**src/rtl/uart_pkg.sv**
```systemverilog
// Shared definitions for the UART receive path (and the future transmitter).
// Contents:
//   parity_e      - parity_type encodings
//   rx_state_e    - receiver FSM states
//   ERR_*         - bit positions within error_flag
//   majority3()   - 2-of-3 vote used for mid-bit sampling
package uart_pkg;

  typedef enum logic [1:0] {
    ParNone  = 2'b00,
    ParOdd   = 2'b01,
    ParEven  = 2'b10,
    ParNone3 = 2'b11
  } parity_e;

  typedef enum logic [2:0] {
    StIdle,
    StStart,
    StData,
    StParity,
    StStop1,
    StStop2
  } rx_state_e;

  localparam int unsigned ERR_PAR = 0;
  localparam int unsigned ERR_FRM = 1;
  localparam int unsigned ERR_OVR = 2;

  function automatic logic majority3(input logic a, input logic b, input logic c);
    return (a & b) | (a & c) | (b & c);
  endfunction

endpackage

```
**src/rtl/uart_baud_tick.sv**
```systemverilog
// Oversample tick generator: counts 0..div_i and pulses tick_o for one clock
// while the count equals div_i, giving a tick every div_i+1 clocks.
// Ports:
//   clk_i  - clock
//   rst_ni - asynchronous active-low reset
//   clr_i  - synchronous clear, realigns the tick phase
//   div_i  - tick period minus one, in clocks
//   tick_o - one-clock tick pulse
module uart_baud_tick #(
  parameter int unsigned DivW = 16
) (
  input  logic            clk_i,
  input  logic            rst_ni,
  input  logic            clr_i,
  input  logic [DivW-1:0] div_i,
  output logic            tick_o
);

  logic [DivW-1:0] cnt_q, cnt_d;

  always_comb begin
    cnt_d = cnt_q + DivW'(1);
    // >= rather than == so a divisor shrinking under the count still wraps
    if (clr_i || (cnt_q >= div_i)) begin
      cnt_d = '0;
    end
  end

  always_ff @(posedge clk_i or negedge rst_ni) begin
    if (!rst_ni) begin
      cnt_q <= '0;
    end else begin
      cnt_q <= cnt_d;
    end
  end

  assign tick_o = (cnt_q == div_i);

endmodule

```
**src/rtl/uart_rx_ovs.sv**
```systemverilog
// Oversampling UART receiver with majority-vote mid-bit sampling, optional
// parity, 1/2 stop bits, break detection and a valid/ready output.
// Ports:
//   clk, reset (async, active low)
//   data_rx     - serial line, idle high, asynchronous
//   baud_div    - tick period minus one; bit period is OVS ticks
//   parity_type - 00/11 none, 01 odd, 10 even
//   two_stop    - expect two stop bits
//   rx_data, rx_valid, rx_ready - received word with valid/ready handshake
//   active_flag - a frame is in progress
//   error_flag  - [0] parity, [1] framing, [2] overrun; qualified by rx_valid
//   break_flag  - one-cycle pulse alongside rx_valid rising for a break frame
module uart_rx_ovs
  import uart_pkg::*;
#(
  parameter int unsigned DATA_W = 8,
  parameter int unsigned OVS    = 16,
  parameter int unsigned DIV_W  = 16
) (
  input  logic              clk,
  input  logic              reset,
  input  logic              data_rx,
  input  logic [DIV_W-1:0]  baud_div,
  input  logic [1:0]        parity_type,
  input  logic              two_stop,
  output logic [DATA_W-1:0] rx_data,
  output logic              rx_valid,
  input  logic              rx_ready,
  output logic              active_flag,
  output logic [2:0]        error_flag,
  output logic              break_flag
);

  localparam int unsigned TickW = $clog2(OVS);
  localparam int unsigned CntW  = $clog2(DATA_W);
  localparam logic [TickW-1:0] SampA    = TickW'(OVS / 2 - 1);
  localparam logic [TickW-1:0] SampB    = TickW'(OVS / 2);
  localparam logic [TickW-1:0] SampC    = TickW'(OVS / 2 + 1);
  localparam logic [TickW-1:0] TickLast = TickW'(OVS - 1);
  localparam logic [CntW-1:0]  LastBit  = CntW'(DATA_W - 1);

  rx_state_e state_q, state_d;

  logic rx_meta_q, rx_sync_q, rx_prev_q;
  logic [DIV_W-1:0] div_q, tick_div;
  parity_e par_q;
  logic two_stop_q;
  logic tick, start_det, decide, bit_val, par_en, line_break, frame_done;
  logic [TickW-1:0] tick_idx_q;
  logic samp_a_q, samp_b_q;
  logic [CntW-1:0] bit_cnt_q;
  logic [DATA_W-1:0] shift_q, rx_data_q;
  logic par_err_q, frm_err_q, zeros_q, brk_wait_q;
  logic rx_valid_q, break_q, handshake;
  logic [2:0] err_q, err_new;

  // Line synchroniser; resets to idle-high so reset release is not a start edge.
  always_ff @(posedge clk or negedge reset) begin
    if (!reset) begin
      rx_meta_q <= 1'b1;
      rx_sync_q <= 1'b1;
      rx_prev_q <= 1'b1;
    end else begin
      rx_meta_q <= data_rx;
      rx_sync_q <= rx_meta_q;
      rx_prev_q <= rx_sync_q;
    end
  end

  // After a break the line must go high again before a new start is armed.
  assign start_det = (state_q == StIdle) && !brk_wait_q && rx_prev_q && !rx_sync_q;
  assign tick_div  = (state_q == StIdle) ? baud_div : div_q;

  uart_baud_tick #(
    .DivW (DIV_W)
  ) u_baud_tick (
    .clk_i  (clk),
    .rst_ni (reset),
    .clr_i  (start_det),
    .div_i  (tick_div),
    .tick_o (tick)
  );

  // Bit decisions happen on the third vote sample; state changes there too, so
  // the tick index keeps running across bit boundaries.
  assign decide     = tick && (state_q != StIdle) && (tick_idx_q == SampC);
  assign bit_val    = majority3(samp_a_q, samp_b_q, rx_sync_q);
  assign par_en     = (par_q == ParOdd) || (par_q == ParEven);
  assign line_break = (state_q == StStop1) && !bit_val && zeros_q;

  always_ff @(posedge clk or negedge reset) begin
    if (!reset) begin
      state_q <= StIdle;
    end else begin
      state_q <= state_d;
    end
  end

  always_comb begin
    state_d = state_q;
    unique case (state_q)
      StIdle:   if (start_det) state_d = StStart;
      StStart:  if (decide) state_d = bit_val ? StIdle : StData;
      StData:   if (decide && (bit_cnt_q == LastBit)) state_d = par_en ? StParity : StStop1;
      StParity: if (decide) state_d = StStop1;
      StStop1:  if (decide) state_d = (two_stop_q && !line_break) ? StStop2 : StIdle;
      StStop2:  if (decide) state_d = StIdle;
      default:  state_d = StIdle;
    endcase
  end

  always_comb begin
    active_flag = (state_q != StIdle);
    frame_done  = decide && (((state_q == StStop1) && (!two_stop_q || line_break)) ||
                             (state_q == StStop2));
    err_new          = '0;
    err_new[ERR_PAR] = par_err_q;
    err_new[ERR_FRM] = frm_err_q | ~bit_val;
  end

  // Receive datapath: tick phase, vote samples, shift register, error tracking.
  always_ff @(posedge clk or negedge reset) begin
    if (!reset) begin
      tick_idx_q <= '0;
      samp_a_q   <= 1'b0;
      samp_b_q   <= 1'b0;
      div_q      <= '0;
      par_q      <= ParNone;
      two_stop_q <= 1'b0;
      bit_cnt_q  <= '0;
      shift_q    <= '0;
      par_err_q  <= 1'b0;
      frm_err_q  <= 1'b0;
      zeros_q    <= 1'b0;
      brk_wait_q <= 1'b0;
    end else begin
      if (start_det) begin
        tick_idx_q <= '0;
      end else if (tick && (state_q != StIdle)) begin
        tick_idx_q <= (tick_idx_q == TickLast) ? '0 : tick_idx_q + TickW'(1);
      end
      if (tick && (tick_idx_q == SampA)) samp_a_q <= rx_sync_q;
      if (tick && (tick_idx_q == SampB)) samp_b_q <= rx_sync_q;

      if (start_det) begin
        div_q      <= baud_div;
        par_q      <= parity_e'(parity_type);
        two_stop_q <= two_stop;
        bit_cnt_q  <= '0;
        par_err_q  <= 1'b0;
        frm_err_q  <= 1'b0;
        zeros_q    <= 1'b1;
      end else if (decide) begin
        case (state_q)
          StData: begin
            shift_q   <= {bit_val, shift_q[DATA_W-1:1]};
            bit_cnt_q <= bit_cnt_q + CntW'(1);
            if (bit_val) zeros_q <= 1'b0;
          end
          StParity: begin
            // Odd parity wants an odd count of ones across data and parity bit.
            par_err_q <= (^{shift_q, bit_val}) != (par_q == ParOdd);
            if (bit_val) zeros_q <= 1'b0;
          end
          StStop1: if (!bit_val) frm_err_q <= 1'b1;
          default: ;
        endcase
      end

      if (frame_done && line_break) begin
        brk_wait_q <= 1'b1;
      end else if ((state_q == StIdle) && rx_sync_q) begin
        brk_wait_q <= 1'b0;
      end
    end
  end

  assign handshake = rx_valid_q && rx_ready;

  // Output holding register; a frame finishing while the held word is not
  // being taken is dropped and flagged as overrun on the held word.
  always_ff @(posedge clk or negedge reset) begin
    if (!reset) begin
      rx_data_q  <= '0;
      rx_valid_q <= 1'b0;
      err_q      <= '0;
      break_q    <= 1'b0;
    end else if (frame_done && (!rx_valid_q || handshake)) begin
      rx_data_q  <= shift_q;
      rx_valid_q <= 1'b1;
      err_q      <= err_new;
      break_q    <= line_break;
    end else begin
      break_q <= 1'b0;
      if (frame_done) begin
        err_q[ERR_OVR] <= 1'b1;
      end else if (handshake) begin
        rx_valid_q <= 1'b0;
        err_q      <= '0;
      end
    end
  end

  assign rx_data    = rx_data_q;
  assign rx_valid   = rx_valid_q;
  assign error_flag = err_q;
  assign break_flag = break_q;

endmodule

```
**config.mk**
```make
export PLATFORM = sky130hd
export DESIGN_NAME = uart_rx_ovs
export DESIGN_NICKNAME = d
export VERILOG_FILES = /design/src/rtl/uart_pkg.sv /design/src/rtl/uart_baud_tick.sv /design/src/rtl/uart_rx_ovs.sv
export SDC_FILE = /design/constraint.sdc
export NUM_CORES = 1
export LEC_CHECK = 0
export ABC_AREA = 1
export BUFFER_PORTS_ARGS = -buffer_cell sky130_fd_sc_hd__buf_2
export CAP_MARGIN = 0
export CORE_ASPECT_RATIO = 2
export CORE_MARGIN = 2
export CORE_UTILIZATION = 49
export DETAILED_ROUTE_END_ITERATION = 8
export HOLD_SLACK_MARGIN = 0.05
export PLACE_DENSITY = 0.68
export SLEW_MARGIN = 10
export SYNTH_ARGS = -nofsm -noshare
export SYNTH_HDL_FRONTEND = slang
export SYNTH_SLANG_ARGS = --single-unit
export TNS_END_PERCENT = 1
```
**constraint.sdc**
```tcl
create_clock -name clk -period 3.7 [get_ports clk]
set_clock_uncertainty 0.2 [all_clocks]
set_input_delay 0.37 -clock clk [delete_from_list [all_inputs] [get_ports clk]]
set_output_delay 0.37 -clock clk [all_outputs]
set_load 0.01 [all_outputs]
```
# After elaboration in Yosys (flattened, before gate mapping)

Index checks and enable logic that the tools add are counted.

$add $sub $neg: 3
Order comparisons: 1
Equal/unequal tests: 22
Muxes and demuxes: 39
Bitwise operators: 8
Reduce and logical (&&, ||, !) cells: 49

Operators with widths:

| operator                                                         | number |
|---|---|
| 3-bit 2-to-1 mux                                                 | 13 |
| 16-bit 2-to-1 mux                                                | 2 |
| 1-bit 2-to-1 mux                                                 | 18 |
| 3-bit one-hot mux with 6 select lines                            | 1 |
| 2-bit nonzero test                                               | 9 |
| 1-bit logical AND                                                | 17 |
| 16-bit by 1-bit adder with 16-bit output (second input constant) | 1 |
| 16-bit == test                                                   | 1 |
| 16-bit greater-or-equal comparator                               | 1 |
| 4-bit == test (second input constant)                            | 3 |
| 4-bit 2-to-1 mux                                                 | 3 |
| 2-bit != test (second input constant)                            | 5 |
| 3-bit == test (second input constant)                            | 3 |
| 3-bit AND reduction                                              | 3 |
| 9-bit XOR reduction                                              | 1 |
| 3-bit by 2-bit == test with 1-bit output (second input constant) | 2 |
| 1-bit zero test                                                  | 6 |
| 2-bit by 1-bit != test with 1-bit output (second input constant) | 3 |
| 2-bit AND reduction                                              | 3 |
| 6-bit AND reduction                                              | 1 |
| 3-bit nonzero test                                               | 2 |
| 1-bit logical OR                                                 | 5 |
| 4-bit by 1-bit adder with 4-bit output (second input constant)   | 1 |
| 4-bit by 3-bit == test with 1-bit output (second input constant) | 1 |
| other kinds (11)                                                 | 17 |

Register bits: 75
Input bits: 23
Output and inout bits: 14
Word-level logic and storage cells: 144

# Depth between registers and ports, before layout

Gate-level depths: netlist of run 1.

Depth in word-level cells: 13
Depth in mapped cells: 16
Depth with buffers taken out: 15

# Cells and area by module

Synthesis of run 1 repeated with hierarchy kept, for this count alone.

Cells, all modules: 522
Area, all modules: 4264.1 um^2

By module, submodules not included:

| module         | times used | cells an instance | area an instance (um^2) | sequential area each (um^2) |
|---|---|---|---|---|
| uart_rx_ovs    | 1          | 341               | 2907.8                  | 1480.2 |
| uart_baud_tick | 1          | 181               | 1356.3                  | 400.4 |

# Worst setup path before layout of run 1

Ideal clock, no wire load.

Path kind: register to register
Start: register state_q[0]
End: register rx_data_q[5], in the netlist rx_data[5]
Setup time: 0.119 ns
Arrival time: 2.435 ns
Data required time: 3.381 ns
Setup slack: 0.946 ns
Cell stages (with the launch flop): 16
Buffers on the path: 3
Period minus slack after synthesis: 2.754 ns
Cells stage by stage: dfrtp_1 > buf_6 > nor3_4 > clkbuf_1 > o21ai_0 > ha_1 > nand2_1 > nor2_1 > nand2_1 > nor2_4 > nand3_4 > nor2_4 > nand2_4 > buf_6 > nand2_1 > o21ai_2

Word-level cells in the longest chain between the ends: 8
Elaborated cells between the ends (all ways): 15
Classes of those cells: eq/ne: 3; mux: 1; reduce/logical: 11

Ends and longest elaborated chain:

| what                                                      | line               | text |
|---|---|---|
| start, declared                                           | uart_rx_ovs.sv:42  | `rx_state_e state_q, state_d;` |
| start signal, assigned                                    | uart_rx_ovs.sv:93  | `state_q <= StIdle;` |
| start signal, assigned                                    | uart_rx_ovs.sv:95  | `state_q <= state_d;` |
| branches (longest 6 deep; another with 16-bit 2-to-1 mux) | --                 |  |
| 1-bit logical AND (*)                                     | uart_rx_ovs.sv:114 | `frame_done = decide && (((state_q == StStop1) && (!two_stop_q \|\| line_break)) \|\|` |
| 1-bit logical AND (*)                                     | uart_rx_ovs.sv:188 | `end else if (frame_done && (!rx_valid_q \|\| handshake)) begin` |
| end signal, assigned                                      | uart_rx_ovs.sv:189 | `rx_data_q <= shift_q;` |
| end, declared                                             | uart_rx_ovs.sv:52  | `logic [DATA_W-1:0] shift_q, rx_data_q;` |

Every way passes the cells marked *.
A chain may end at the register's enable or synchronous reset.

# Final worst setup path of run 1

Start: register state_q[0]
End: register bit_cnt_q[2]

Word-level cells in the longest chain between the ends: 7
Elaborated cells between the ends (all ways): 14
Classes of those cells: eq/ne: 2; mux: 2; reduce/logical: 10

Ends and longest elaborated chain:

| what                                 | line                                 | text |
|---|---|---|
| 3-bit zero test                      | uart_rx_ovs.sv:71, uart_rx_ovs.sv:72 |  |
| 16-bit 2-to-1 mux                    | uart_rx_ovs.sv:72                    | `assign tick_div = (state_q == StIdle) ? baud_div : div_q;` |
| 16-bit == test                       | uart_baud_tick.sv:37                 | `assign tick_o = (cnt_q == div_i);` |
| 1-bit logical AND (2 in a row)       | uart_rx_ovs.sv:86                    | `assign decide = tick && (state_q != StIdle) && (tick_idx_q == SampC);` |
| 2-bit nonzero test (no source line)  | --                                   |  |
| 2-bit AND reduction (no source line) | --                                   |  |
| end signal, assigned                 | uart_rx_ovs.sv:157                   | `bit_cnt_q <= bit_cnt_q + CntW'(1);` |
| end, declared                        | uart_rx_ovs.sv:51                    | `logic [CntW-1:0] bit_cnt_q;` |

Parallel ways exist; a longest one is shown, timed or not.

==> results of run 1 <==
-- cells by family (layout without fill, tap and decap cells) --
group           Yosys count  after routing  synth area share [%]
simple gates            238            238                  25.4
compound gates           80             80                  10.6
flops                    75             75                  46.0
buf+inv                  75            120                  7.69
fa+ha+maj                23             23                  7.04
xor+xnor                 15             15                  3.21
-- state kept, by name, summed over array words and instances (netlist names), 2 cells and up --
signal             cells
tick_idx_q             4
error_flag             3
u_baud_tick.cnt_q     16
shift_q                8
par_q                  2
bit_cnt_q              3
rx_data                8
state_q                3
div_q                 16
-- metal layers --
layer | vias to the layer above | share of wire, %
met3 | 18 | 2.6
met2 | 54 | 56
met5 | - | 0
met1 | 1569 | 39
li1 | 1702 | -
met4 | 0 | 2.9
-- worst max-delay path, cell delays in order, from the launching register on --
cell and delay [ns]:
dfrtp_1 0.50, nor3_4 0.20, buf_4 0.32, o21ai_0 0.13
ha_1 0.30, nand2_1 0.07, nor2_1 0.16, nand2_1 0.15
nor2_4 0.23, nand4_1 0.20, nor2_1 0.25, nor2_1 0.10
nand2_1 0.07, nand2_1 0.05
-- through the flow --
step / util [%] / std cells / hold WS [ns] / total power, W
after detailed placement: 52.9 / 629 / 0.148 / 0.000875
after floorplan: - / 506 / -0.126 / 0.000844
after global routing: 57.0 / 649 / 0.0768 / 0.00179
after global placement: 52.9 / 629 / 0.147 / 0.000875
final: 57.0 / 649 / 0.0638 / 0.00173
after CTS: 57.0 / 649 / 0.0553 / 0.00175
-- synth_stat cells --
cell type | number | area (µm²)
buf_6 | 3 | 33.8
nor3_1 | 6 | 30.0
xnor2_1 | 4 | 35.0
o21ai_0 | 37 | 185
o21bai_1 | 1 | 7.51
clkbuf_1 | 5 | 18.8
a21oi_1 | 14 | 70.1
buf_2 | 3 | 15.0
nor3_4 | 1 | 16.3
inv_1 | 59 | 221
inv_2 | 3 | 11.3
nand3_4 | 1 | 17.5
buf_4 | 1 | 7.51
ha_1 | 23 | 288
nand3_1 | 31 | 155
nor2_2 | 1 | 6.26
inv_4 | 1 | 6.26
nor2_4 | 3 | 33.8
nand2_4 | 2 | 22.5
nand4_1 | 8 | 50.1
xor2_1 | 11 | 96.3
o21ai_2 | 8 | 70.1
o22ai_1 | 1 | 6.26
dfstp_2 | 3 | 78.8
o21ai_1 | 19 | 95.1
nand3_2 | 2 | 20.0
nand2_1 | 144 | 541
dfrtp_1 | 72 | 1800
nor2_1 | 39 | 146
-- cell type report --
type	count	area (µm²)
fill	765	3510
multi-input combinational	356	1890
sequential	75	1880
clock buffer	11	243
inverter	63	239
timing repair buffer	41	230
tap	98	123
clock inverter	5	53.8
-- power groups by stage --
| stage | registers, W | clock network [W] | logic, W |
|---|---|---|---|
| after floorplan | 0.000839 | 0 | 0.00000550 |
| after global placement | 0.000839 | 0 | 0.0000359 |
| after detailed placement | 0.000839 | 0 | 0.0000361 |
| after CTS | 0.000824 | 0.000889 | 0.0000395 |
| after global routing | 0.000824 | 0.000923 | 0.0000438 |
| final | 0.000824 | 0.000873 | 0.0000378 |
-- path summary, 6_finish.rpt --
check                                             endpoint  depth (start not counted)              startpoint
max                               bit_cnt_q[2]$_DFFE_PN0P_                         13  state_q[0]$_DFFE_PN0P_
min                                   par_q[1]$_DFFE_PN0P_                          3          parity_type[1]
max reg2reg                       bit_cnt_q[2]$_DFFE_PN0P_                         13  state_q[0]$_DFFE_PN0P_
min reg2reg                            rx_sync_q$_DFF_PN1_                          0     rx_meta_q$_DFF_PN1_
max in group asynchronous  u_baud_tick.cnt_q[15]$_DFF_PN0_                          2                   reset
min in group asynchronous             break_flag$_DFF_PN0_                          2                   reset
-- timing repair --
action / in CTS / in global routing
hold endpoints to repair: 75 / 0
hold buffers: 4 / 0
setup endpoints to repair: 0 / 0
==> results.sh, run 1 <==
export IMPL_core_area_um2=8170
export IMPL_end_kind="register"
export IMPL_drc=0
export IMPL_die_y_um=133
export IMPL_wl_um=8670
export IMPL_grt_start_max_net_pins=76
export IMPL_pin_count=37
export IMPL_outcome="complete, no violations"
export IMPL_gp_congestion=0.883
export IMPL_cts_tree="built"
export IMPL_synth_seq_cells=75
export IMPL_powerDensity_nw_per_um2=372
export IMPL_crit_path_start_kind="register"
export IMPL_met2_usage_pct=37.2
export IMPL_maxSlewViolCount=0
export IMPL_rsz0062_at_grt="false"
export IMPL_ant_nets=0
export IMPL_ir_worst_vdd_mv=0.223
export IMPL_holdCritPathClass="in2reg"
export IMPL_setup_slack_ns=0.654
export IMPL_seqPwrFrac_pct=47.5
export IMPL_clock_sinks=75
export IMPL_met1_usage_pct=22.0
export IMPL_post_place_ws_ns=0.660
export IMPL_syn_area_um2=4090
export IMPL_hold_viol_final=0
export IMPL_row_count=47
export IMPL_fin_crit_sh_pct=82.3
export IMPL_antenna_found_initial=0
export IMPL_setup_tns_final_ns=0
export IMPL_power_frac_clock_pct=50.3
export IMPL_grt_pass1_wl_um=14300
export IMPL_post_drt_wl_per_cell_um=13.4
export IMPL_cts_resized=0
export IMPL_via_per_inst=5.15
export IMPL_worst_setup_path_type="reg2reg"
export IMPL_crit_fanout=33
export IMPL_post_dp_cell_area_um2=4320
export IMPL_port_buffers=36
export IMPL_dr_total_vias=3343
export IMPL_p_leak_nw=2.37
export IMPL_tightestPinTransition_ns=0.959
export IMPL_dp_hpwl_um=6380
export IMPL_swShare_pct=20.8
export IMPL_fin_crit_ns=3.05
export IMPL_design_area_um2=4660
export IMPL_synth_fp_nets=552
export IMPL_grt_ovfl_total=0
export IMPL_syn_inst=506
export IMPL_grt_usage_pct=20.7
export IMPL_fin_nets=592
export IMPL_cts_htree_levels=3
export IMPL_crit_arrival_ns=3.07
export IMPL_first_global_vias=3238
export IMPL_ys_warn_count=0
export IMPL_final_common_cell="nand2_1"
export IMPL_reg2reg_setup_slack_ns=0.65
export IMPL_num_antenna_cells=0
export IMPL_crit_required_ns=3.72
export IMPL_clk_pin_slew_ns=0.06
export IMPL_synth_distinct_cells=29
export IMPL_cts_buffers=9
export IMPL_met3_usage_pct=4.31
export IMPL_finalSetupViolCount=0
export IMPL_grt_busiest_layer="met2"
export IMPL_die_area_um2=9130
export IMPL_drive_gt1_share_pct=14.0
export IMPL_intPower_w=0.00137
export IMPL_power_switching_w=0.000361
export IMPL_start_util_pct=50.0
export IMPL_first_pass_iters=4
export IMPL_maxCapViolCount=0
export IMPL_root_buffer="clkbuf_16"
export IMPL_final_cell_mix="nand2_1 (144), dfrtp_1 (72), inv_1 (59), nor2_1 (39), o21ai_0 (37)"
export IMPL_ys_seq_area_share_pct=46.0
export IMPL_max_freq_mhz=328
export IMPL_post_cts_setup_buffer_count=0
export IMPL_areaGrowthSynthToFinish_pct=14.1
export IMPL_clockBufferDepth=2
export IMPL_worst_slew_margin_rel_pct=36.1
export IMPL_die_w_um=68.6
export IMPL_p_comb_share_pct=2.2
export IMPL_first_iter_violations=273
export IMPL_clk_latency_ns=0.34
export IMPL_synth_avg_cell_area_um2=8.08
No activity file was read; power rests on OpenSTA's default activity.
==> run 2, diff against run 1 <==
Settings changed: PLACE_DENSITY 0.68 to 0.7.
Clock period 3.7 ns to 2.7 ns, I/O delays scaled along.
==> results.sh, run 2 (same netlist as run 1, synthesis figures left out) <==
export IMPL_end_kind="register"
export IMPL_seqPwrFrac_pct=49.0
export IMPL_reg2reg_setup_slack_ns=-0.05
export IMPL_multiInputGateArea_um2=1970
export IMPL_dr_total_vias=3600
export IMPL_die_y_um=133
export IMPL_via_per_inst=5.24
export IMPL_num_antenna_cells=0
export IMPL_met3_usage_pct=4.31
export IMPL_grt_busiest_layer="met2"
export IMPL_die_area_um2=9130
export IMPL_power_switching_w=0.000472
export IMPL_fin_crit_ns=2.75
export IMPL_cts_htree_levels=3
export IMPL_grt_start_max_net_pins=76
export IMPL_row_count=47
export IMPL_ir_worst_vdd_mv=0.309
export IMPL_largestRegisters="div_q x16, u_baud_tick.cnt_q x16"
export IMPL_grt_usage_pct=22.7
export IMPL_design_area_um2=5090
export IMPL_finalSetupViolCount=6
export IMPL_ant_nets=0
export IMPL_clockBufferDepth=2
export IMPL_final_cells=687
export IMPL_pin_count=37
export IMPL_first_global_vias=3627
export IMPL_setup_slack_ns=-0.0526
export IMPL_first_iter_violations=150
export IMPL_reg2reg_from="state_q[2]$_DFFE_PN0P_"
export IMPL_max_freq_mhz=363
export IMPL_fill_cells=700
export IMPL_holdCritPathClass="reg2reg"
export IMPL_drive_gt1_share_pct=18.7
export IMPL_maxSlewViolCount=0
export IMPL_outcome="finished, violations left"
export IMPL_fin_crit_sh_pct=102
export IMPL_worst_setup_path_type="reg2reg"
export IMPL_swShare_pct=20.5
export IMPL_r2r_cells=13
export IMPL_crit_arrival_ns=2.80
export IMPL_ff_latch_area_um2=1880
export IMPL_r2r_end="rx_data[1]$_DFFE_PN0P_"
export IMPL_met2_usage_pct=40.6
export IMPL_violations="design-rule violations, negative setup slack"
export IMPL_rsz0062_at_grt="true"
export IMPL_met1_usage_pct=22.9
export IMPL_core_area_um2=8170
export IMPL_power_frac_clock_pct=47.8
export IMPL_final_common_cell="nand2_1"
export IMPL_dp_hpwl_um=6740
export IMPL_crit_start="state_q[2]$_DFFE_PN0P_"
export IMPL_root_buffer="clkbuf_16"
export IMPL_clk_pin_slew_ns=0.06
export IMPL_areaGrowthSynthToFinish_pct=24.6
export IMPL_min_path_cells=0
export IMPL_total_power_w=0.00230
export IMPL_antenna_found_initial=0
export IMPL_cts_tree="built"
export IMPL_cts_buffers=9
export IMPL_crit_fanout=9
export IMPL_final_cell_mix="nand2_1 (137), dfrtp_1 (72), inv_1 (58), nor2_1 (36), buf_2 (35)"
export IMPL_hold_viol_final=0
export IMPL_grt_pass1_wl_um=15700
export IMPL_p_comb_share_pct=3.1
export IMPL_crit_end="rx_data[1]$_DFFE_PN0P_"
export IMPL_clock_sinks=75
export IMPL_start_util_pct=50.0
export IMPL_p_leak_nw=2.56
export IMPL_die_w_um=68.6
export IMPL_drc=2
export IMPL_post_place_ws_ns=-0.00913
export IMPL_intPower_w=0.00183
export IMPL_gp_congestion=0.883
export IMPL_wl_um=9770
export IMPL_clk_latency_ns=0.33
export IMPL_placed_cells=637
export IMPL_worst_slew_margin_rel_pct=36.7
export IMPL_first_pass_iters=6
export IMPL_crit_required_ns=2.75
export IMPL_powerDensity_nw_per_um2=453
export IMPL_maxCapViolCount=0
export IMPL_grt_ovfl_total=0
export IMPL_fin_nets=630
export IMPL_post_dp_cell_area_um2=4400
export IMPL_crit_path_start_kind="register"
export IMPL_post_drt_wl_per_cell_um=14.2
export IMPL_port_buffers=36
export IMPL_tightestPinTransition_ns=0.949
-- run 2: cell count changes in the layout (fill, tap and decap cells not counted), moves of 2 or more --
cell | previous run | this run
nand2_1 | 144 | 137
dlygate4sd3_1 | 4 | 22
clkbuf_1 | 1 | 3
o21ai_1 | 19 | 29
buf_6 | 0 | 3
buf_4 | 2 | 15
nor2_1 | 39 | 36
nand2_2 | 0 | 7
o21ai_2 | 8 | 10
nor2_4 | 3 | 5
o21ai_0 | 37 | 25
-- run 2: critical path: stages, from the launching register on --
cell and delay (ns):
dfrtp_1 0.40, nor3_4 0.23, buf_6 0.14, buf_12 0.12, o21ai_1 0.06, ha_1 0.32, nand2_2 0.08, nor2_4 0.12
nand2_2 0.09, nor2_4 0.17, nand3_4 0.12, nor2_4 0.27, nand2_4 0.16, o21ai_2 0.19
-- run 2: what timing repair did --
item,4_1_cts,5_1_grt
hold endpoints to repair,93,0
setup endpoints to repair,11,51
hold buffers,22,0
cloned,1,3
buffers inserted,2,7
gates resized for setup,4,36
pin swaps,3,26
-- run 2: layer usage --
layer,part of all wire (%),vias to the layer above
met3,2.4,24
met1,36,1726
met5,0,-
met2,58,69
met4,3.5,0
li1,-,1781
-- run 2: power by group through the flow --
stage	clock network, W	logic (W)	registers [W]
floorplan	0	0.00000754	0.00115
global placement	0	0.0000488	0.00115
detailed placement	0	0.0000494	0.00115
CTS	0.00112	0.0000742	0.00113
global route	0.00118	0.0000820	0.00113
finish	0.00110	0.0000723	0.00113
-- run 2: per-stage QoR --
stage / TNS, ns / hold slack [ns] / utilization (%)
3_5_place_dp: -0.0155 / 0.160 / 53.8
4_1_cts: 0 / 0.168 / 60.5
6_report: -0.0822 / 0.164 / 62.3
2_1_floorplan: 0 / -0.226 / -
5_1_grt: -2.05 / 0.176 / 62.3
3_3_place_gp: 0 / 0.146 / 53.8
-- run 2: final cells by class --
| class | count | share of cell area, % |
|---|---|---|
| clock buffers | 14 | 5.19 |
| inverters | 63 | 4.74 |
| multi-input cells | 357 | 38.7 |
| clock inverters | 2 | 0.197 |
| well taps | 98 | 2.41 |
| repair buffers | 78 | 11.8 |
| flip-flops and latches | 75 | 36.9 |
-- run 2: how the worst min path moves through the flow --
stage | start | to
3_3_place_gp | rx_meta_q$_DFF_PN1_ | rx_sync_q$_DFF_PN1_
5_1_grt | rx_meta_q$_DFF_PN1_ | rx_sync_q$_DFF_PN1_
6_report | rx_meta_q$_DFF_PN1_ | rx_sync_q$_DFF_PN1_
4_1_cts | rx_meta_q$_DFF_PN1_ | rx_sync_q$_DFF_PN1_
3_5_place_dp | rx_meta_q$_DFF_PN1_ | rx_sync_q$_DFF_PN1_
2_1_floorplan | reset | bit_cnt_q[0]$_DFFE_PN0P_
